[src/rtl/vga_scan_gen.sv]
// Raster scan generator: counters, renderer-latency-matched timing delay
// line and registered pixel/sync outputs for the display encoder.
module vga_scan_gen #(
    parameter int unsigned H_ACTIVE = 640,
    parameter int unsigned H_FP     = 16,
    parameter int unsigned H_SYNC   = 96,
    parameter int unsigned H_BP     = 48,
    parameter int unsigned V_ACTIVE = 480,
    parameter int unsigned V_FP     = 10,
    parameter int unsigned V_SYNC   = 2,
    parameter int unsigned V_BP     = 33,
    parameter int unsigned PIPE_LAT = 1,
    parameter bit          SYNC_POL = 1'b0
) (
    input  logic        clk,
    input  logic        rst,
    input  logic        en,
    output logic [15:0] pixel_x,
    output logic [15:0] pixel_y,
    input  logic [23:0] color_in,
    output logic [23:0] rgb_out,
    output logic        hsync,
    output logic        vsync,
    output logic        blank_n,
    output logic        frame_start
);

    localparam int unsigned H_TOT = H_ACTIVE + H_FP + H_SYNC + H_BP;
    localparam int unsigned V_TOT = V_ACTIVE + V_FP + V_SYNC + V_BP;

    localparam logic [15:0] H_LAST = 16'(H_TOT - 1);
    localparam logic [15:0] V_LAST = 16'(V_TOT - 1);
    localparam logic [15:0] H_VIS  = 16'(H_ACTIVE);
    localparam logic [15:0] V_VIS  = 16'(V_ACTIVE);
    localparam logic [15:0] HS_BEG = 16'(H_ACTIVE + H_FP);
    localparam logic [15:0] HS_END = 16'(H_ACTIVE + H_FP + H_SYNC - 1);
    localparam logic [15:0] VS_BEG = 16'(V_ACTIVE + V_FP);
    localparam logic [15:0] VS_END = 16'(V_ACTIVE + V_FP + V_SYNC - 1);

    localparam logic SYNC_OFF = ~SYNC_POL;

    generate
        if (PIPE_LAT < 1 || PIPE_LAT > 4) begin : g_bad_lat
            $error("vga_scan_gen: PIPE_LAT must be 1..4");
        end
    endgenerate

    logic [15:0] h_q, h_d;
    logic [15:0] v_q, v_d;
    logic        h_wrap;
    logic        v_wrap;

    assign h_wrap = (h_q == H_LAST);
    assign v_wrap = (v_q == V_LAST);

    always_comb begin
        h_d = h_q;
        v_d = v_q;
        if (en) begin
            if (h_wrap) begin
                h_d = '0;
                v_d = v_wrap ? '0 : v_q + 16'd1;
            end else begin
                h_d = h_q + 16'd1;
            end
        end
    end

    always_ff @(posedge clk or posedge rst) begin
        if (rst) begin
            h_q <= '0;
            v_q <= '0;
        end else begin
            h_q <= h_d;
            v_q <= v_d;
        end
    end

    assign pixel_x = h_q;
    assign pixel_y = v_q;

    // Raw timing for the coordinate currently issued: {act, hs, vs}
    logic       raw_act;
    logic       raw_hs;
    logic       raw_vs;
    logic [2:0] raw;

    assign raw_act = (h_q < H_VIS) && (v_q < V_VIS);
    assign raw_hs  = (h_q >= HS_BEG) && (h_q <= HS_END);
    assign raw_vs  = (v_q >= VS_BEG) && (v_q <= VS_END);
    assign raw     = {raw_act, raw_hs, raw_vs};

    // Delay line; its last tap lines up with color_in from the renderers
    logic [PIPE_LAT-1:0][2:0] dl_q, dl_d;

    always_comb begin
        dl_d = dl_q;
        if (en) begin
            dl_d[0] = raw;
            for (int i = 1; i < int'(PIPE_LAT); i++) begin
                dl_d[i] = dl_q[i-1];
            end
        end
    end

    always_ff @(posedge clk or posedge rst) begin
        if (rst) begin
            dl_q <= '0;
        end else begin
            dl_q <= dl_d;
        end
    end

    logic act_d;
    logic hs_d;
    logic vs_d;

    assign act_d = dl_q[PIPE_LAT-1][2];
    assign hs_d  = dl_q[PIPE_LAT-1][1];
    assign vs_d  = dl_q[PIPE_LAT-1][0];

    logic [23:0] rgb_q;
    logic        blank_q;
    logic        hsync_q;
    logic        vsync_q;
    logic        fs_q;

    always_ff @(posedge clk or posedge rst) begin
        if (rst) begin
            rgb_q   <= '0;
            blank_q <= 1'b0;
            hsync_q <= SYNC_OFF;
            vsync_q <= SYNC_OFF;
        end else if (en) begin
            rgb_q   <= act_d ? color_in : 24'd0;
            blank_q <= act_d;
            hsync_q <= hs_d ^ SYNC_OFF;
            vsync_q <= vs_d ^ SYNC_OFF;
        end
    end

    // Updated every clk so a stall at (0,0) drops the pulse after one cycle
    always_ff @(posedge clk or posedge rst) begin
        if (rst) begin
            fs_q <= 1'b0;
        end else begin
            fs_q <= en && h_wrap && v_wrap;
        end
    end

    assign rgb_out     = rgb_q;
    assign blank_n     = blank_q;
    assign hsync       = hsync_q;
    assign vsync       = vsync_q;
    assign frame_start = fs_q;

endmodule
[config.mk]
export PLATFORM = sky130hd
export DESIGN_NAME = vga_scan_gen
export DESIGN_NICKNAME = d
export VERILOG_FILES = /design/src/rtl/vga_scan_gen.sv
export SDC_FILE = /design/constraint.sdc
export NUM_CORES = 1
export LEC_CHECK = 0
export CAP_MARGIN = 20
export CORE_MARGIN = 8
export CORE_UTILIZATION = 51
export DETAILED_ROUTE_END_ITERATION = 16
export GPL_TIMING_DRIVEN = 1
export HOLD_SLACK_MARGIN = 0.08
export PLACE_DENSITY = 0.85
export SYNTH_ARGS = -nofsm -noshare
export SYNTH_HDL_FRONTEND = slang
export SYNTH_SLANG_ARGS = --single-unit
[constraint.sdc]
create_clock -name clk -period 5.3 [get_ports clk]
set_clock_uncertainty 0.1 [all_clocks]
set_input_delay 0.795 -clock clk [delete_from_list [all_inputs] [get_ports clk]]
set_output_delay 0.795 -clock clk [all_outputs]
set_load 0.03 [all_outputs]
==> impl_metrics.ini <==
[run_status]
outcome = finished clean

[finish]
fillers = 393
num_antenna_cells = 0
area_delta_synth_final_pct = 38.7
nets = 426
drive_gt1_frac = 0.0875
final_area_sq_um = 4100

[sta]
rsz0062_at_grt = no
worstMarginPinSlew_ns = 0.821
fmax_mhz = 310
drv_slew = 0
finalSetupViolCount = 0
relSlewSlack = 0.452
hold_violations = 0
period_share = 0.609
period_minus_slack_ns = 3.23
tns_ns = 0

[worst_setup_path]
cp.depth = 7
ff2ff_setup_slack_ns = 2.98
path_class = in -> reg
crit_slowest_cell = clkdlybuf4s50_1
start_kind = primary input
reg2reg_depth = 6
crit_fanout = 22
r2r-end = pixel_y[12]
cp.buffers_inverters = 2
crit_chain = clkdlybuf4s50_1 -> buf_4 -> nand2_1 -> nor2_1 -> nand2b_1 -> nor4_2 -> xor2_1
crit_start = en
required_ns = 5.46
endpoint = pixel_y[13]
crit_path_end_kind = flop
cp_top_family = buffers and inverters
critPathMaxStageDelay_ns = 0.90
rr_startpoint = pixel_y[0]
arrival_ns = 3.38

[drt]
drcViolationCount = 0
vias = 2522
drt-pass1-iter-count = 4
vias_per_cell = 5.34
drt_iter0_markers = 105
wl_per_cell_um = 15.9
ant_nets = 0
routed_wl_um = 7530

[clock_tree]
clk_latency_ns = 0.33
postCtsResizedCells = 0
clockBufferDepth = 2
postCtsSetupRepairBufs = 0
clock-root-buffer = clkbuf_8
cts_buffers = 9
htree_levels = 3
ctsHoldBuffers = 0
clock-sinks = 63
cts_tree = done
path_clk_slew_ns = 0.07

[floorplanning]
die-width_um = 92.1
initial_core_util = 0.533
ios = 87
core_area_sq_um = 5540
rows = 27
die_height_um = 92.1
dieArea_sq_um = 8490

[logic_synthesis]
synth-seq-area-share = 0.534
synthTopCellsByArea = dfrtp_1 52%, o21ai_0 6.9%, nand2_1 5.5%
avgSynthCellArea_sq_um = 9.63
yosysTopAreaCell = dfrtp_1
synth_cell_types = 43
synthDominantCellAreaShare = 0.517
synth_ff_type = dfrtp_1
synth_seq_cells = 63
syn_area_sq_um = 2960
async_reset_ff_frac = 1.00
synthCells = 307
ys_top_cells_by_count = 61 x dfrtp_1, 43 x nand2_1, 41 x o21ai_0
yosysMostFrequentCell = dfrtp_1
synth-edff-count = 0
yosysWarnings = 0
synthesis.nets = 338

[power]
vdd.ir_drop.worst_v = 0.000239
power_density_nw_per_um2 = 314
leakage_nw = 1.79

[worst_hold_path]
min_path_type = reg -> reg

[placed_design]
hpwl_um = 5360
post_dp_cell_area_sq_um = 3870
io_buffers = 86
gp_congestion = 0.818

[grt]
grt_usage = 0.181
grt_start_max_net_pins = 64
grt_first_pass_wirelength_um = 12600
grt_pass1_vias = 2506
grt-ovfl-total = 0
antenna_found_initial = 0

[flow_run]
maxCapViolations = 0
==> cells in the final DEF, fill, tap and decap left out, types with 7 or more instances in the layout <==
cell type        count
inv_1               33
clkbuf_8            11
clkdlybuf4s50_1     86
nor2_1              15
xor2_1               7
o21ai_0             41
dfrtp_1             61
nand2_1             43
xnor2_1             11
nand3_1             17
==> final cells by class <==
type / instances / area, sq um / share of cell area
flip-flops and latches: 63 / 1580 / 0.385
multi-input cells: 199 / 1190 / 0.292
repair buffers: 88 / 876 / 0.214
clock buffers: 11 / 151 / 0.0369
inverters: 34 / 128 / 0.0311
well taps: 72 / 90.1 / 0.0220
clock inverters: 5 / 80.1 / 0.0195
==> worst min-delay path by stage <==
| stage | start | endpoint | slack (ns) | cells past startpoint |
|---|---|---|---|---|
| after floorplan | dl_q[1] | hsync | 0.29 | 1 |
| after global placement | dl_q[1] | hsync | 0.30 | 1 |
| after detailed placement | dl_q[1] | hsync | 0.33 | 1 |
| after CTS | dl_q[1] | hsync | 0.34 | 1 |
| after global routing | dl_q[1] | hsync | 0.37 | 1 |
| final | dl_q[1] | hsync | 0.33 | 1 |
==> layer usage <==
layer	GRT usage	up-vias	wire length, um
met3	0.0473	14	562
met2	0.277	108	3470
li1	-	1206	-
met4	0.0819	0	119
met1	0.235	1194	3380
met5	0	-	0
==> stage by stage <==
step | util | cells | power (W) | setup slack [ns] | hold slack [ns]
after floorplan | - | 307 | 0.000703 | 2.84 | 0.288
after global routing | 0.740 | 472 | 0.00134 | 1.77 | 0.373
after CTS | 0.740 | 472 | 0.00130 | 2.07 | 0.337
after global placement | 0.698 | 456 | 0.000818 | 1.88 | 0.301
final | 0.740 | 472 | 0.00129 | 2.07 | 0.330
after detailed placement | 0.698 | 456 | 0.000827 | 1.74 | 0.326
==> power breakdown <==
group	internal (W)	total [W]	switching, W
Combinational	0.000110	0.000258	0.000147
Sequential	0.000517	0.000560	0.0000423
Clock	0.000290	0.000471	0.000182
==> registers in the layout (all words and copies together) (netlist names) <==
name,cells
vsync,1
pixel_x,16
hsync,1
frame_start,1
dl_q,3
rgb_out,24
pixel_y,16
blank_n,1
==> cell families after synthesis <==
logic type | Yosys count | share of synthesized area
muxes | 5 | 0.0182
DFF | 63 | 0.534
adders and majority gates | 4 | 0.0169
buffers and inverters | 45 | 0.0614
and+or+nand+nor | 118 | 0.210
AOI/OAI and AO/OA | 54 | 0.105
xor gates and xnor gates | 18 | 0.0533
Power figures use the tool's default switching activity.
